File: src/rtl/anton_neopixel_frame_loader_pkg.sv
// Shared constants for the neopixel frame loader: bus regions, register offsets,
// CTRL bit positions, top FSM state encoding and the CTRL byte builder.
package anton_neopixel_frame_loader_pkg;

    localparam logic [1:0] REGION_VIRTUAL = 2'b00;
    localparam logic [1:0] REGION_DELTA   = 2'b01;
    localparam logic [1:0] REGION_RAW     = 2'b10;
    localparam logic [1:0] REGION_REG     = 2'b11;

    localparam logic [15:0] REG_MAX_LO = 16'd0;
    localparam logic [15:0] REG_MAX_HI = 16'd1;
    localparam logic [15:0] REG_CTRL   = 16'd2;
    localparam logic [15:0] REG_STATE  = 16'd3;

    localparam int CTRL_INIT  = 0;
    localparam int CTRL_LIMIT = 1;
    localparam int CTRL_RUN   = 2;
    localparam int CTRL_LOOP  = 3;
    localparam int CTRL_BIT32 = 4;

    typedef enum logic [3:0] {
        S_IDLE,
        S_POLL,
        S_POLL_STRB,
        S_POLL_GAP,
        S_CTRL0,
        S_MAX_LO,
        S_MAX_HI,
        S_PIX,
        S_CTRL1,
        S_FLUSH,
        S_DONE
    } loaderState_t;

    function automatic logic [7:0] ctrlByte(input logic bit32, input logic loop, input logic run);
        logic [7:0] c;
        c             = '0;
        c[CTRL_LIMIT] = 1'b1;
        c[CTRL_RUN]   = run;
        c[CTRL_LOOP]  = loop;
        c[CTRL_BIT32] = bit32;
        return c;
    endfunction

endpackage

File: src/rtl/anton_neopixel_bus_txn.sv
// Single-transaction bus engine: one-cycle strobe, then at least one gap cycle,
// then waits for busReady before accepting the next request.
module anton_neopixel_bus_txn (
    input  logic        busClk,
    input  logic        busRst,
    input  logic        req,
    input  logic        wr,
    input  logic        rd,
    input  logic [17:0] addr,
    input  logic [7:0]  data,
    output logic        ack,
    output logic        free,
    output logic [17:0] busAddr,
    output logic [7:0]  busDataOut,
    output logic        busWrite,
    output logic        busRead,
    input  logic        busReady
);

    // A strobe cycle is never free, which guarantees the gap cycle after it.
    assign free = !(busWrite || busRead) && busReady;
    assign ack  = req && free;

    always_ff @(posedge busClk or posedge busRst) begin
        if (busRst) begin
            busAddr    <= '0;
            busDataOut <= '0;
            busWrite   <= 1'b0;
            busRead    <= 1'b0;
        end else begin
            busWrite <= ack && wr;
            busRead  <= ack && rd;
            if (ack) begin
                busAddr    <= addr;
                busDataOut <= data;
            end
        end
    end

endmodule

File: src/rtl/anton_neopixel_frame_loader.sv
// Host-side bus initiator: programs CTRL/MAX, streams pixel bytes, then sets RUN.
// Optional status polling before CTRL0 is built when ANTON_NEOPIXEL_LOADER_POLL_EN is defined.
module anton_neopixel_frame_loader
    import anton_neopixel_frame_loader_pkg::*;
#(
    parameter int LEN_BITS = 13,
    parameter int IDX_BITS = 16
) (
    input  logic                busClk,
    input  logic                busRst,
    input  logic                cmdStart,
    input  logic [LEN_BITS-1:0] cmdLen,
    input  logic                cmdVirtual,
    input  logic                cmdLoop,
    input  logic                cmd32bit,
    output logic                cmdBusy,
    output logic                cmdDone,
    input  logic [7:0]          inData,
    input  logic                inValid,
    output logic                inReady,
    output logic [17:0]         busAddr,
    output logic [7:0]          busDataOut,
    output logic                busWrite,
    output logic                busRead,
    input  logic [7:0]          busDataIn,
    input  logic                busReady
);

    loaderState_t        state, stateNext;
    logic [LEN_BITS-1:0] lenQ;
    logic                virtQ, loopQ, b32Q;
    logic [IDX_BITS-1:0] idx;

    logic        txnReq, txnWr, txnRd, txnAck, txnFree;
    logic [17:0] txnAddr;
    logic [7:0]  txnData;
    logic        lastPix;

    assign lastPix = (idx == IDX_BITS'(lenQ));
    assign cmdBusy = (state != S_IDLE) && (state != S_DONE);

`ifndef ANTON_NEOPIXEL_LOADER_POLL_EN
    logic unusedBusData;
    assign unusedBusData = ^busDataIn;
`endif

    always_comb begin
        stateNext = state;
        txnReq    = 1'b0;
        txnWr     = 1'b1;
        txnRd     = 1'b0;
        txnAddr   = {REGION_REG, REG_CTRL};
        txnData   = ctrlByte(b32Q, loopQ, 1'b0);
        inReady   = 1'b0;
        cmdDone   = 1'b0;
        case (state)
            S_IDLE: begin
`ifdef ANTON_NEOPIXEL_LOADER_POLL_EN
                if (cmdStart) stateNext = S_POLL;
`else
                if (cmdStart) stateNext = S_CTRL0;
`endif
            end
`ifdef ANTON_NEOPIXEL_LOADER_POLL_EN
            S_POLL: begin
                txnReq  = 1'b1;
                txnWr   = 1'b0;
                txnRd   = 1'b1;
                txnAddr = {REGION_REG, REG_STATE};
                if (txnAck) stateNext = S_POLL_STRB;
            end
            S_POLL_STRB: stateNext = S_POLL_GAP;
            // Read data is valid in the gap cycle; a busy responder costs one idle cycle.
            S_POLL_GAP: stateNext = busDataIn[0] ? S_POLL : S_CTRL0;
`endif
            S_CTRL0: begin
                txnReq = 1'b1;
                if (txnAck) stateNext = S_MAX_LO;
            end
            S_MAX_LO: begin
                txnReq  = 1'b1;
                txnAddr = {REGION_REG, REG_MAX_LO};
                txnData = lenQ[7:0];
                if (txnAck) stateNext = S_MAX_HI;
            end
            S_MAX_HI: begin
                txnReq  = 1'b1;
                txnAddr = {REGION_REG, REG_MAX_HI};
                txnData = 8'(lenQ >> 8);
                if (txnAck) stateNext = S_PIX;
            end
            S_PIX: begin
                txnReq  = inValid;
                txnAddr = {virtQ ? REGION_VIRTUAL : REGION_RAW, idx};
                txnData = inData;
                inReady = txnAck;
                if (txnAck && lastPix) stateNext = S_CTRL1;
            end
            S_CTRL1: begin
                txnReq  = 1'b1;
                txnData = ctrlByte(b32Q, loopQ, 1'b1);
                if (txnAck) stateNext = S_FLUSH;
            end
            // Done is only reported once the RUN write has fully retired on the bus.
            S_FLUSH: if (txnFree) stateNext = S_DONE;
            S_DONE: begin
                cmdDone   = 1'b1;
                stateNext = S_IDLE;
            end
            default: stateNext = S_IDLE;
        endcase
    end

    always_ff @(posedge busClk or posedge busRst) begin
        if (busRst) begin
            state <= S_IDLE;
            lenQ  <= '0;
            virtQ <= 1'b0;
            loopQ <= 1'b0;
            b32Q  <= 1'b0;
            idx   <= '0;
        end else begin
            state <= stateNext;
            if (state == S_IDLE && cmdStart) begin
                lenQ  <= cmdLen;
                virtQ <= cmdVirtual;
                loopQ <= cmdLoop;
                b32Q  <= cmd32bit;
                idx   <= '0;
            end else if (state == S_PIX && txnAck) begin
                idx <= idx + 1'b1;
            end
        end
    end

    anton_neopixel_bus_txn uTxn (
        .busClk     (busClk),
        .busRst     (busRst),
        .req        (txnReq),
        .wr         (txnWr),
        .rd         (txnRd),
        .addr       (txnAddr),
        .data       (txnData),
        .ack        (txnAck),
        .free       (txnFree),
        .busAddr    (busAddr),
        .busDataOut (busDataOut),
        .busWrite   (busWrite),
        .busRead    (busRead),
        .busReady   (busReady)
    );

endmodule

File: config.mk
export PLATFORM = sky130hd
export DESIGN_NAME = anton_neopixel_frame_loader
export DESIGN_NICKNAME = d
export VERILOG_FILES = /design/src/rtl/anton_neopixel_frame_loader_pkg.sv /design/src/rtl/anton_neopixel_bus_txn.sv /design/src/rtl/anton_neopixel_frame_loader.sv
export SDC_FILE = /design/constraint.sdc
export NUM_CORES = 1
export LEC_CHECK = 0
export CAP_MARGIN = 20
export CELL_PAD_IN_SITES_DETAIL_PLACEMENT = 0
export CELL_PAD_IN_SITES_GLOBAL_PLACEMENT = 2
export CORE_MARGIN = 3
export CORE_UTILIZATION = 29
export DETAILED_ROUTE_END_ITERATION = 7
export GPL_ROUTABILITY_DRIVEN = 0
export GPL_TIMING_DRIVEN = 0
export HOLD_SLACK_MARGIN = 0.06
export PLACE_DENSITY_LB_ADDON = 0.1
export SYNTH_ARGS = -nofsm -noshare
export SYNTH_HDL_FRONTEND = slang
export SYNTH_SLANG_ARGS = --single-unit
File: constraint.sdc
create_clock -name busClk -period 1.9 [get_ports busClk]
set_input_delay 0.38 -clock busClk [delete_from_list [all_inputs] [get_ports busClk]]
set_output_delay 0.38 -clock busClk [all_outputs]
set_load 0.05 [all_outputs]
==> impl_metrics.yaml <==
finish:
  fin_nets: 399
  diodes: 0
  syn_to_final_growth_pct: 40.1
  fin_cells: 502
  drive_above_1_share_pct: 24.0
min_path:
  holdPathStages: 1
  min-delay-path-class: "flip-flop to flip-flop"
worst_setup_path:
  worstPathMaxFanout: 2
  worstPathRequired_ns: 1.52
  crit_arrival_ns: 1.61
  path_cells: "buf_8 > buf_8 > xor2_1 > or3_1 > buf_6"
  r2r_cells: 7
  critPathKind: "flip-flop to output port"
  r2r_slack_ns: 0.06
  cpPeakStageDelay_ns: 0.42
  critPathSlowestCell: "dfrtp_2"
  worstSetupStartpointType: "flip-flop"
  crit_top_cell: "buf_8"
  crit_path_end_kind: "output port"
placed_design:
  dp_hpwl_um: 6090
  portBuffers: 58
  dp_cells: 471
power:
  power_switching_share_pct: 39.4
  pwr-share-clk_pct: 23.5
  power_w: 0.00574
  vdd_drop_max_mv: 0.598
  power_density_nw_per_um2: 1330
  combPwrFrac_pct: 42.4
  seq_power_share_pct: 34.1
  p_leak_nw: 2.09
  power.switching_w: 0.00226
  internal_power_w: 0.00348
sta:
  hold_violations: 0
  setup_ws_ns: -0.0863
  slew_violations: 0
  rsz0062_at_grt: "yes"
  finClkSkew_ns: 0.00882
  min_period_over_period_pct: 105
  worst_pin_slew_ns: 0.788
  setup_viol_count_final: 2
  period_minus_slack_ns: 1.99
  fin_setup_tns_ns: -0.0866
  max_slew_margin_pct: 47.3
  clock.fmax_ghz: 0.503
synthesis:
  synth-seq-cells: 63
  synth_top_area_share_pct: 51.1
  ys_top_cells_by_area: "dfrtp_1, mux2_2, xor2_1, a22o_1, xnor2_1"
  yosys_warnings: 0
  synth.most_common_cell: "dfrtp_1"
  synth_top_cells_by_count: "dfrtp_1, nor2_1, nand2_1"
  syn-num-nets: 314
  seq_area_frac_synth_pct: 51.1
  syn_avg_cell_area_um2: 11.2
  synth_edf_count: 0
  ys_types: 49
  synth_top_area_cell: "dfrtp_1"
  synthArstFlopShare_pct: 100
  syn_area_um2: 3080
  synthFlopType: "dfrtp_1"
  synth_cells: 276
routing:
  drc: 0
  drt_iter0_drc: 57
  post_drt_wl_per_cell_um: 17.1
  avgViaCountPerCell: 4.61
  ant_nets: 0
  via_count: 2313
  detail_route.first_pass.iterations: 4
  wirelength_um: 8580
grt:
  grt_pass1_wl_um: 13400
  grt_pass1_vias: 2381
  antenna_found_initial: 0
  grtUsageTotal_pct: 15.2
  overflow: 0
  grt_max_degree: 34
die:
  die_x_um: 109
  initial_core_util_pct: 29.9
  core.rowCount: 37
  core_area_um2: 10300
  die_y_um: 109
  io_pins: 68
  die_area_um2: 11900
status:
  violations: "setup timing"
  outcome: "complete, but fails checks"
clock_network:
  htree_levels: 3
  clk_latency_ns: 0.34
  cts_made_buffers: 9
  clockRootBuffer: "clkbuf_8"
  numClockSinks: 63
  postCtsHoldBufs: 0
  cts_tree: "built"
  path_clk_slew_ns: 0.07
  cts_buffer_depth: 2
run:
  cap_violations: 0
## cells by family after synthesis
group | synth area share, %
other cells | 0.122
flops | 51.1
buf+inv | 4.30
compound gates | 11.8
simple gates | 15.5
mux | 8.76
fa+ha+maj | 0.406
xor+xnor | 7.95
## per-stage QoR
stage                     instance area (µm²)  setup WS (ns)  util, %  hold slack, ns
final                                    4320        -0.0863     41.8           0.434
after global routing                     4320         -0.132     41.8           0.471
after global placement                   3840         -0.994     37.2           0.424
after detailed placement                 3860          -1.00     37.4           0.427
after floorplan                          3090         0.0282        -           0.415
after CTS                                4170         -0.172     40.4           0.437
## final timing paths
kind                                    end     start
setup / recovery                    cmdBusy  state[1]
hold / removal             uTxn.busAddr[17]     virtQ
setup reg to reg                   state[1]  state[1]
hold reg to reg            uTxn.busAddr[17]     virtQ
max in group asynchronous           idx[10]    busRst
min in group asynchronous     uTxn.busWrite    busRst
## power groups by stage
stage	clock [W]	sequential, W	combinational, W
global route	0.00145	0.00201	0.00264
floorplan	0	0.00225	0.00128
finish	0.00135	0.00196	0.00243
detailed placement	0	0.00200	0.00226
CTS	0.00140	0.00196	0.00232
global placement	0	0.00199	0.00226
## state kept, by name, summed over array words and instances (netlist names)
name	flops
uTxn.busAddr	18
virtQ	1
uTxn.busDataOut	8
lenQ	13
state	4
uTxn.busWrite	1
b32Q	1
idx	16
loopQ	1
## placed cells by master, fill, tap and decap left out, types with 4 or more instances in the layout
cell,Yosys,layout
dfrtp_1,63,60
clkdlybuf4s50_1,0,26
dlygate4sd2_1,0,24
nor2_1,23,22
nand2_1,21,20
buf_4,3,17
xor2_1,16,15
a22o_1,14,14
mux2_2,13,13
xnor2_1,12,12
o21ai_0,10,10
a21oi_1,11,10
clkbuf_8,0,10
mux2i_1,9,9
buf_6,3,7
nand4_1,7,7
buf_8,0,6
o31ai_1,5,5
dlymetal6s2s_1,0,5
and3_1,4,4
clkinvlp_4,0,4
## layer usage
metal  GRT usage [%]  wire (µm)  vias up  share of wire [%]
met5               0          0        -                  0
li1                -          -     1137                  -
met2            22.1       3810       52                 44
met1            22.5       4290     1118                 50
met4            3.52         71        0               0.83
met3            4.03        409        6                4.8
## worst max-delay path: cells and delay by family (launching register included)
family | cells | cell delay, ns
simple gates | 1 | 0.33
flops | 1 | 0.42
buf+inv | 3 | 0.40
xor+xnor | 1 | 0.12
## cell type report
| type | instances | area [µm²] |
|---|---|---|
| inverter | 6 | 33.8 |
| clock buffer | 10 | 138 |
| tap | 136 | 170 |
| fill | 1004 | 6000 |
| sequential | 63 | 1580 |
| timing repair buffer | 74 | 704 |
| multi-input combinational | 190 | 1430 |
| buffer | 17 | 175 |
| clock inverter | 6 | 91.3 |
## what timing repair did
item	4_1_cts	5_1_grt
endpoints found under the setup margin	47	34
cloned	0	1
gates resized for setup	64	24
buffers inserted	6	8
pin swaps	4	9
hold endpoints to repair	0	0
(Power assumes the default switching activity.)
